$ cat config.mk
export PLATFORM = sky130hd
export DESIGN_NAME = sh_mem_port
export DESIGN_NICKNAME = d
export VERILOG_FILES = /design/src/rtl/sh_mem_port_pkg.sv /design/src/rtl/sh_mem_port_timer.sv /design/src/rtl/sh_mem_port.sv
export SDC_FILE = /design/constraint.sdc
export NUM_CORES = 1
export LEC_CHECK = 0
export ABC_AREA = 1
export BUFFER_PORTS_ARGS = -buffer_cell sky130_fd_sc_hd__clkbuf_2
export CORE_UTILIZATION = 56
export CTS_BUF_LIST = sky130_fd_sc_hd__clkbuf_4 sky130_fd_sc_hd__clkbuf_8 sky130_fd_sc_hd__clkbuf_16
export CTS_CLUSTER_DIAMETER = 80
export DETAILED_ROUTE_END_ITERATION = 16
export PLACE_DENSITY = 0.89
export RECOVER_POWER = 25
export SLEW_MARGIN = 10
export SYNTH_ARGS = -nofsm -noshare
export SYNTH_HDL_FRONTEND = slang
export SYNTH_SLANG_ARGS = --single-unit
$ cat constraint.sdc
create_clock -name clk -period 4.3 [get_ports clk]
set_input_delay 0.43 -clock clk [delete_from_list [all_inputs] [get_ports clk]]
set_output_delay 0.43 -clock clk [all_outputs]
set_load 0.01 [all_outputs]
$ cat src/rtl/sh_mem_port_pkg.sv
// Shared constants for the per-core shared-memory initiator: widths, enable
// encodings and FSM state encoding.
package sh_mem_port_pkg;

   localparam int REG_SIZE     = 8;
   localparam int ADDR_SIZE    = 12;
   localparam int ENABLE_RANGE = 2;

   localparam logic [ENABLE_RANGE-1:0] MEM_EN_IDLE = 2'b00;
   localparam logic [ENABLE_RANGE-1:0] MEM_EN_RD   = 2'b01;
   localparam logic [ENABLE_RANGE-1:0] MEM_EN_WR   = 2'b10;

   typedef enum logic [1:0] {
      ST_IDLE    = 2'd0,
      ST_RD_WAIT = 2'd1,
      ST_WR_WAIT = 2'd2
   } state_t;

endpackage

$ cat src/rtl/sh_mem_port_timer.sv
// Wait counter with timeout compare, plus a saturating count of all stalled
// wait cycles seen since reset.
module sh_mem_port_timer #(
   parameter int TIMEOUT  = 64,
   parameter int CNT_SIZE = 16
) (
   input  logic                clk,
   input  logic                reset,
   input  logic                start,
   input  logic                in_wait,
   input  logic                mem_ready,
   output logic                timeout,
   output logic [CNT_SIZE-1:0] stall_cnt
);

   logic [CNT_SIZE-1:0] wait_cnt;
   logic                stalled;

   assign stalled = in_wait & ~mem_ready;

   // Fires in the last tolerated stalled cycle; mem_ready in that cycle masks it.
   assign timeout = (TIMEOUT != 0) && stalled && (wait_cnt == CNT_SIZE'(TIMEOUT - 1));

   always_ff @(posedge clk) begin
      if (reset) begin
         wait_cnt <= '0;
      end else if (start) begin
         wait_cnt <= '0;
      end else if (stalled) begin
         wait_cnt <= wait_cnt + 1'b1;
      end
   end

   always_ff @(posedge clk) begin
      if (reset) begin
         stall_cnt <= '0;
      end else if (stalled && (stall_cnt != '1)) begin
         stall_cnt <= stall_cnt + 1'b1;
      end
   end

endmodule

$ cat src/rtl/sh_mem_port.sv
// Per-core shared-memory initiator: one outstanding load/store, registered
// request toward the bank arbiter, single-cycle completion pulse to the core.
//
//   state      | meaning
//   ST_IDLE    | no request outstanding, mem_enable idle
//   ST_RD_WAIT | load issued, holding enable=01 until mem_ready or timeout
//   ST_WR_WAIT | store issued, holding enable=10 until mem_ready or timeout
module sh_mem_port #(
   parameter int REG_SIZE  = sh_mem_port_pkg::REG_SIZE,
   parameter int ADDR_SIZE = sh_mem_port_pkg::ADDR_SIZE,
   parameter int TIMEOUT   = 64,
   parameter int CNT_SIZE  = 16
) (
   input  logic                 clk,
   input  logic                 reset,
   input  logic                 req_valid,
   output logic                 req_ready,
   input  logic                 req_we,
   input  logic [ADDR_SIZE-1:0] req_addr,
   input  logic [REG_SIZE-1:0]  req_wdata,
   output logic                 resp_valid,
   output logic [REG_SIZE-1:0]  resp_rdata,
   output logic                 resp_err,
   output logic [1:0]           mem_enable,
   output logic [ADDR_SIZE-1:0] mem_addr,
   output logic [REG_SIZE-1:0]  mem_wr_data,
   input  logic [REG_SIZE-1:0]  mem_rd_data,
   input  logic                 mem_ready,
   output logic [CNT_SIZE-1:0]  stall_cnt
);

   import sh_mem_port_pkg::*;

   state_t state_q;
   state_t state_d;
   logic   in_wait;
   logic   timeout;
   logic   complete;
   logic   accept;

   sh_mem_port_timer #(
      .TIMEOUT  (TIMEOUT),
      .CNT_SIZE (CNT_SIZE)
   ) u_timer (
      .clk       (clk),
      .reset     (reset),
      .start     (accept),
      .in_wait   (in_wait),
      .mem_ready (mem_ready),
      .timeout   (timeout),
      .stall_cnt (stall_cnt)
   );

   assign in_wait   = (state_q == ST_RD_WAIT) || (state_q == ST_WR_WAIT);
   assign complete  = in_wait && (mem_ready || timeout);
   // Ready in the completing cycle lets the next request issue with no idle gap.
   assign req_ready = (state_q == ST_IDLE) || complete;
   assign accept    = req_valid && req_ready;

   always_ff @(posedge clk) begin
      if (reset) begin
         state_q <= ST_IDLE;
      end else begin
         state_q <= state_d;
      end
   end

   always_comb begin
      state_d = state_q;
      if (accept) begin
         state_d = req_we ? ST_WR_WAIT : ST_RD_WAIT;
      end else if (complete) begin
         state_d = ST_IDLE;
      end
   end

   always_ff @(posedge clk) begin
      if (reset) begin
         mem_enable  <= MEM_EN_IDLE;
         mem_addr    <= '0;
         mem_wr_data <= '0;
         resp_valid  <= 1'b0;
         resp_rdata  <= '0;
         resp_err    <= 1'b0;
      end else begin
         resp_valid <= complete;
         resp_err   <= complete && !mem_ready;
         if (complete) begin
            resp_rdata <= ((state_q == ST_RD_WAIT) && mem_ready) ? mem_rd_data : '0;
         end
         if (accept) begin
            mem_enable  <= req_we ? MEM_EN_WR : MEM_EN_RD;
            mem_addr    <= req_addr;
            mem_wr_data <= req_wdata;
         end else if (complete) begin
            mem_enable <= MEM_EN_IDLE;
         end
      end
   end

endmodule

After elaboration in Yosys (flattened, before gate mapping):

Cells that the tools add are included.

* register bits after elaboration: 64
* bits of input ports: 33
* output and inout bits: 49
* logic and storage cells: 33

* add/subtract/negate cells: 2
* equality and inequality tests: 4
* muxes and demuxes: 4
* bitwise logic cells: 2
* reduce and logical (&&, ||, !) cells: 13

Operators with widths (count)
* 16-bit by 1-bit adder with 16-bit output (second input constant): 2
* 16-bit by 6-bit == test with 1-bit output (second input constant): 1
* 16-bit inequality test (second input constant): 1
* 8-bit 2-to-1 mux: 1
* 1-bit logical AND: 6
* 2-bit 2-to-1 mux: 3
* 1-bit logical OR: 3
* 2-bit by 1-bit == test with 1-bit output (second input constant): 1
* 2-bit == test (second input constant): 1
* 2-bit zero test: 1
* 2-bit nonzero test: 1
* 2-bit OR reduction: 1
* 1-bit bitwise AND: 1
* 1-bit zero test: 1
* 1-bit inverter: 1

Longest topological paths before layout:

* depth after elaboration: 9
* mapped depth: 12
* gate-level depth less buffers: 11

Modules after synthesis:

A second synthesis with hierarchy kept.

* cells, all modules: 478
* area, all modules: 3143.0 sq um

By module, submodules not included
* sh_mem_port_timer: times used 1, cells each 284, area an instance 1742.9 sq um, sequential area each 640.6 sq um
* sh_mem_port: times used 1, cells each 194, area an instance 1400.1 sq um, sequential area each 640.6 sq um

Worst setup path after synthesis:

OpenSTA, ideal clock, no wires.

* kind: reg2reg
* start point: register mem_enable[0] (netlist name)
* end point: register u_timer.wait_cnt[15]
* library setup time: 0.115 ns
* arrival: 1.606 ns
* data required time: 4.185 ns
* slack: 2.579 ns
* stages on the path, launching flop included: 11
* buffers on the path: 0
* period minus slack after synthesis: 1.721 ns
* cells stage by stage: dfxtp_1 -> inv_1 -> ha_1 -> inv_2 -> nor2_4 -> nand3_4 -> nor2_4 -> nand3_2 -> nor2_2 -> xnor2_1 -> nor2_1

RTL lines
* to (signal assigned): line sh_mem_port_timer.sv:30 `wait_cnt <= wait_cnt + 1'b1;`
* to (decl): line sh_mem_port_timer.sv:16 `logic [CNT_SIZE-1:0] wait_cnt;`

Worst setup path in the final report:

* start point: register u_timer.wait_cnt[0]
* end point: output req_ready

* longest elaborated chain between the ends: 5

RTL lines
* 16-bit by 6-bit == test with 1-bit output: line sh_mem_port_timer.sv:22 `assign timeout = (TIMEOUT != 0) && stalled && (wait_cnt == CNT_SIZE'(TIMEOUT - 1));`
* 1-bit logical AND: line sh_mem_port_timer.sv:22
* 1-bit logical OR: line sh_mem_port.sv:55 `assign complete = in_wait && (mem_ready || timeout);`
* 1-bit logical AND: line sh_mem_port.sv:55
* 1-bit logical OR: line sh_mem_port.sv:57 `assign req_ready = (state_q == ST_IDLE) || complete;`
* to (decl): line sh_mem_port.sv:17 `output logic req_ready,`

No other way between the ends.

==> metrics.yaml <==
drive_gt1_share_pct: 16.8
vias_per_cell: 5.11
routed_wl_um: 6960
power.density_nw_per_um2: 384
whs_ns: 0.350
maxCapViolCount: 0
clkSinkCount: 64
seqPwrFrac_pct: 45.5
grt-ovfl-total: 0
area_growth_pct: 18.8
combPwrFrac_pct: 13.2
rr_startpoint: "mem_enable[0]"
slew_headroom_pct: 45.2
intPower_mw: 1.04
synth_top_area_share_pct: 41.8
final_util_pct: 70.3
nets: 538
ys_ff_latch: 64
die-area_um2: 5770
hold_violations: 0
p_leak_nw: 1.56
synth_top_area_cell: "dfxtp_1"
drv_slew: 0
arrival_ns: 1.97
die_h_um: 76.0
path_cells: "ha_1 -> nand3_2 -> nor2_1 -> nand2_1 -> nand2_2 -> nand2_4 -> nand2_8 -> clkbuf_2"
switching_share_pct: 25.5
vias: 2937
dieWidth_um: 76.0
nFillCells: 428
r2r.worst_path.cells: 6
r2r_end: "u_timer.stall_cnt[5]"
post_cts_buffers: 0
crit_family: "simple AND/OR/NAND/NOR gates"
placed_cells: 560
finalCritPeriodShare_pct: 55.8
rsz0062_at_grt: "no"
end_kind: "primary output"
final_cells: 575
finClkSkew_ns: 0.00787
yosysSeqAreaShare_pct: 41.8
ys_types: 29
route.detailed.drc: 0
antenna_found_initial: 0
path_clk_slew_ns: 0.07
synthCells: 426
core_area_um2: 5170
fin_crit_ns: 2.40
startpoint_type: "flip-flop"
syn-mean-instance-area_um2: 7.19
clock_power_share_pct: 41.3
grt_max_degree: 45
htreeDepth: 3
power_switching_uw: 357
syn-num-nets: 463
initial_core_util_pct: 59.2
critPathSlowestCell: "dfxtp_1"
ctsRootBufferMaster: "clkbuf_8"
hp-start: "mem_rd_data[0]"
hold_end: "resp_rdata[0]"
grt_pass1_vias: 2676
ctsResizeCount: 0
ctsLongestPathBuffers: 2
rrSetupSlack_ns: 2.11
track_usage_pct: 24.3
synthTopCellsByArea: "dfxtp_1 42%, nand2_1 11%, nor2_1 7.5%"
status: "finished, final reports clean"
gp_congestion: 0.866
worst-path-max-fanout: 44
finalSetupViolations: 0
crit_buf_inv: 1
setup-tns-final_ns: 0
worstPathRequired_ns: 3.87
synth_warnings: 0
hold_buffers: 0
grt_pass1_wl_um: 11500
holdPathStages: 3
hp-class: "in -> reg"
timing_worst_setup_path_type: "reg -> out"
wire_per_inst_um: 12.1
drtAntennaViolNets: 0
finalPower_mw: 1.40
clk_latency_ns: 0.33
timing.fmax_mhz: 417
hpwl_um: 4740
cpPeakStageDelay_ns: 0.42
io_pins: 82
cts_tree: "done"
ir_drop_v: 0.000262
drtIter0Drc: 181
netlist_area_um2: 3060
worst_pin_slew_ns: 0.822
drtPass1Iterations: 5
cts_buffers: 9
num_antenna_cells: 0
numPortBuffers: 81
rows: 26
## worst min-delay path, delay by kind of cell
kind / cells / cell delay [ns]
simple gates: 1 / 0.05
buf+inv: 1 / 0.08
compound gates: 1 / 0.07
## cells by family after synthesis
kind of cell,count (synthesis),synth area share [%]
flip-flops,64,41.8
AND/OR/NAND/NOR,219,32.3
XOR/XNOR,19,5.43
adder cells (fa/ha/maj),4,1.63
AO/OA/AOI/OAI,54,9.07
buffers and inverters,66,9.72
## metrics by stage
stage	setup slack, ns	cell area, µm²
6_report	1.90	3640
5_1_grt	1.77	3640
4_1_cts	1.79	3670
3_5_place_dp	1.88	3450
3_3_place_gp	2.01	3450
2_1_floorplan	2.58	3060
## routing by layer
metal	share of wire, %	global-route usage (%)	wire [µm]
met2	49	42.0	3430
met3	5.0	4.10	346
met5	0	0	0
met1	44	29.4	3050
met4	2.0	11.5	136
## flip-flops by register name (all words and copies together), names as in the netlist
name               flops
u_timer.stall_cnt     16
u_timer.wait_cnt      16
mem_addr              12
mem_wr_data            8
resp_rdata             8
mem_enable             2
resp_err               1
resp_valid             1
## worst max-delay path by stage
stage,start,end,slack (ns),depth (start not counted)
2_1_floorplan,mem_enable[0],u_timer.wait_cnt[15],2.58,10
3_5_place_dp,mem_enable[0],u_timer.stall_cnt[15],1.88,7
3_3_place_gp,mem_enable[0],u_timer.stall_cnt[15],2.01,7
5_1_grt,u_timer.wait_cnt[0],req_ready,1.77,8
6_report,u_timer.wait_cnt[0],req_ready,1.90,8
4_1_cts,mem_enable[0],u_timer.stall_cnt[5],1.79,6
## cell type report
cell class	count	area, µm²	area share (%)
Timing Repair Buffer	82	378	10.4
Inverter	48	180	4.95
Tap cell	70	87.6	2.41
Clock inverter	3	65.1	1.79
Multi-Input combinational cell	296	1490	40.9
Sequential cell	64	1280	35.2
Clock buffer	12	159	4.37
## cells in the mapped netlist (all sizes together)
cell and count:
o21ai 15, xnor2 7, nand3b 1, buf 15, nand2 95, o211ai 1
nand4 2, nand3 48, a21oi 37, dfxtp 64, nor3 8, nor2 65
xor2 12, clkbuf 3, ha 4, inv 48, o22ai 1
## power groups by stage
stage,clock network (mW),logic (mW),registers [mW]
2_1_floorplan,0,0.128,0.660
3_3_place_gp,0,0.181,0.648
3_5_place_dp,0,0.187,0.649
4_1_cts,0.582,0.189,0.636
5_1_grt,0.608,0.205,0.639
6_report,0.578,0.184,0.636
## placed cells by master, fill, tap and decap left out
cell / instances
xnor2_1: 7
o22ai_1: 1
nor3_1: 8
nand2_4: 2
nand4_1: 2
clkbuf_8: 11
inv_2: 1
nor2_4: 3
clkbuf_2: 53
o21ai_0: 14
clkinv_2: 1
nand3_1: 44
inv_1: 47
clkbuf_4: 1
nand3_2: 3
dfxtp_1: 64
clkbuf_1: 28
nand2_8: 1
xor2_1: 12
o211ai_1: 1
nand3b_1: 1
o21ai_2: 1
nor2_2: 2
nand2_2: 2
nand3_4: 1
ha_1: 4
a21oi_1: 37
bufinv_16: 2
nand2_1: 90
nor2_1: 60
buf_4: 1
(Power assumes the default switching activity.)
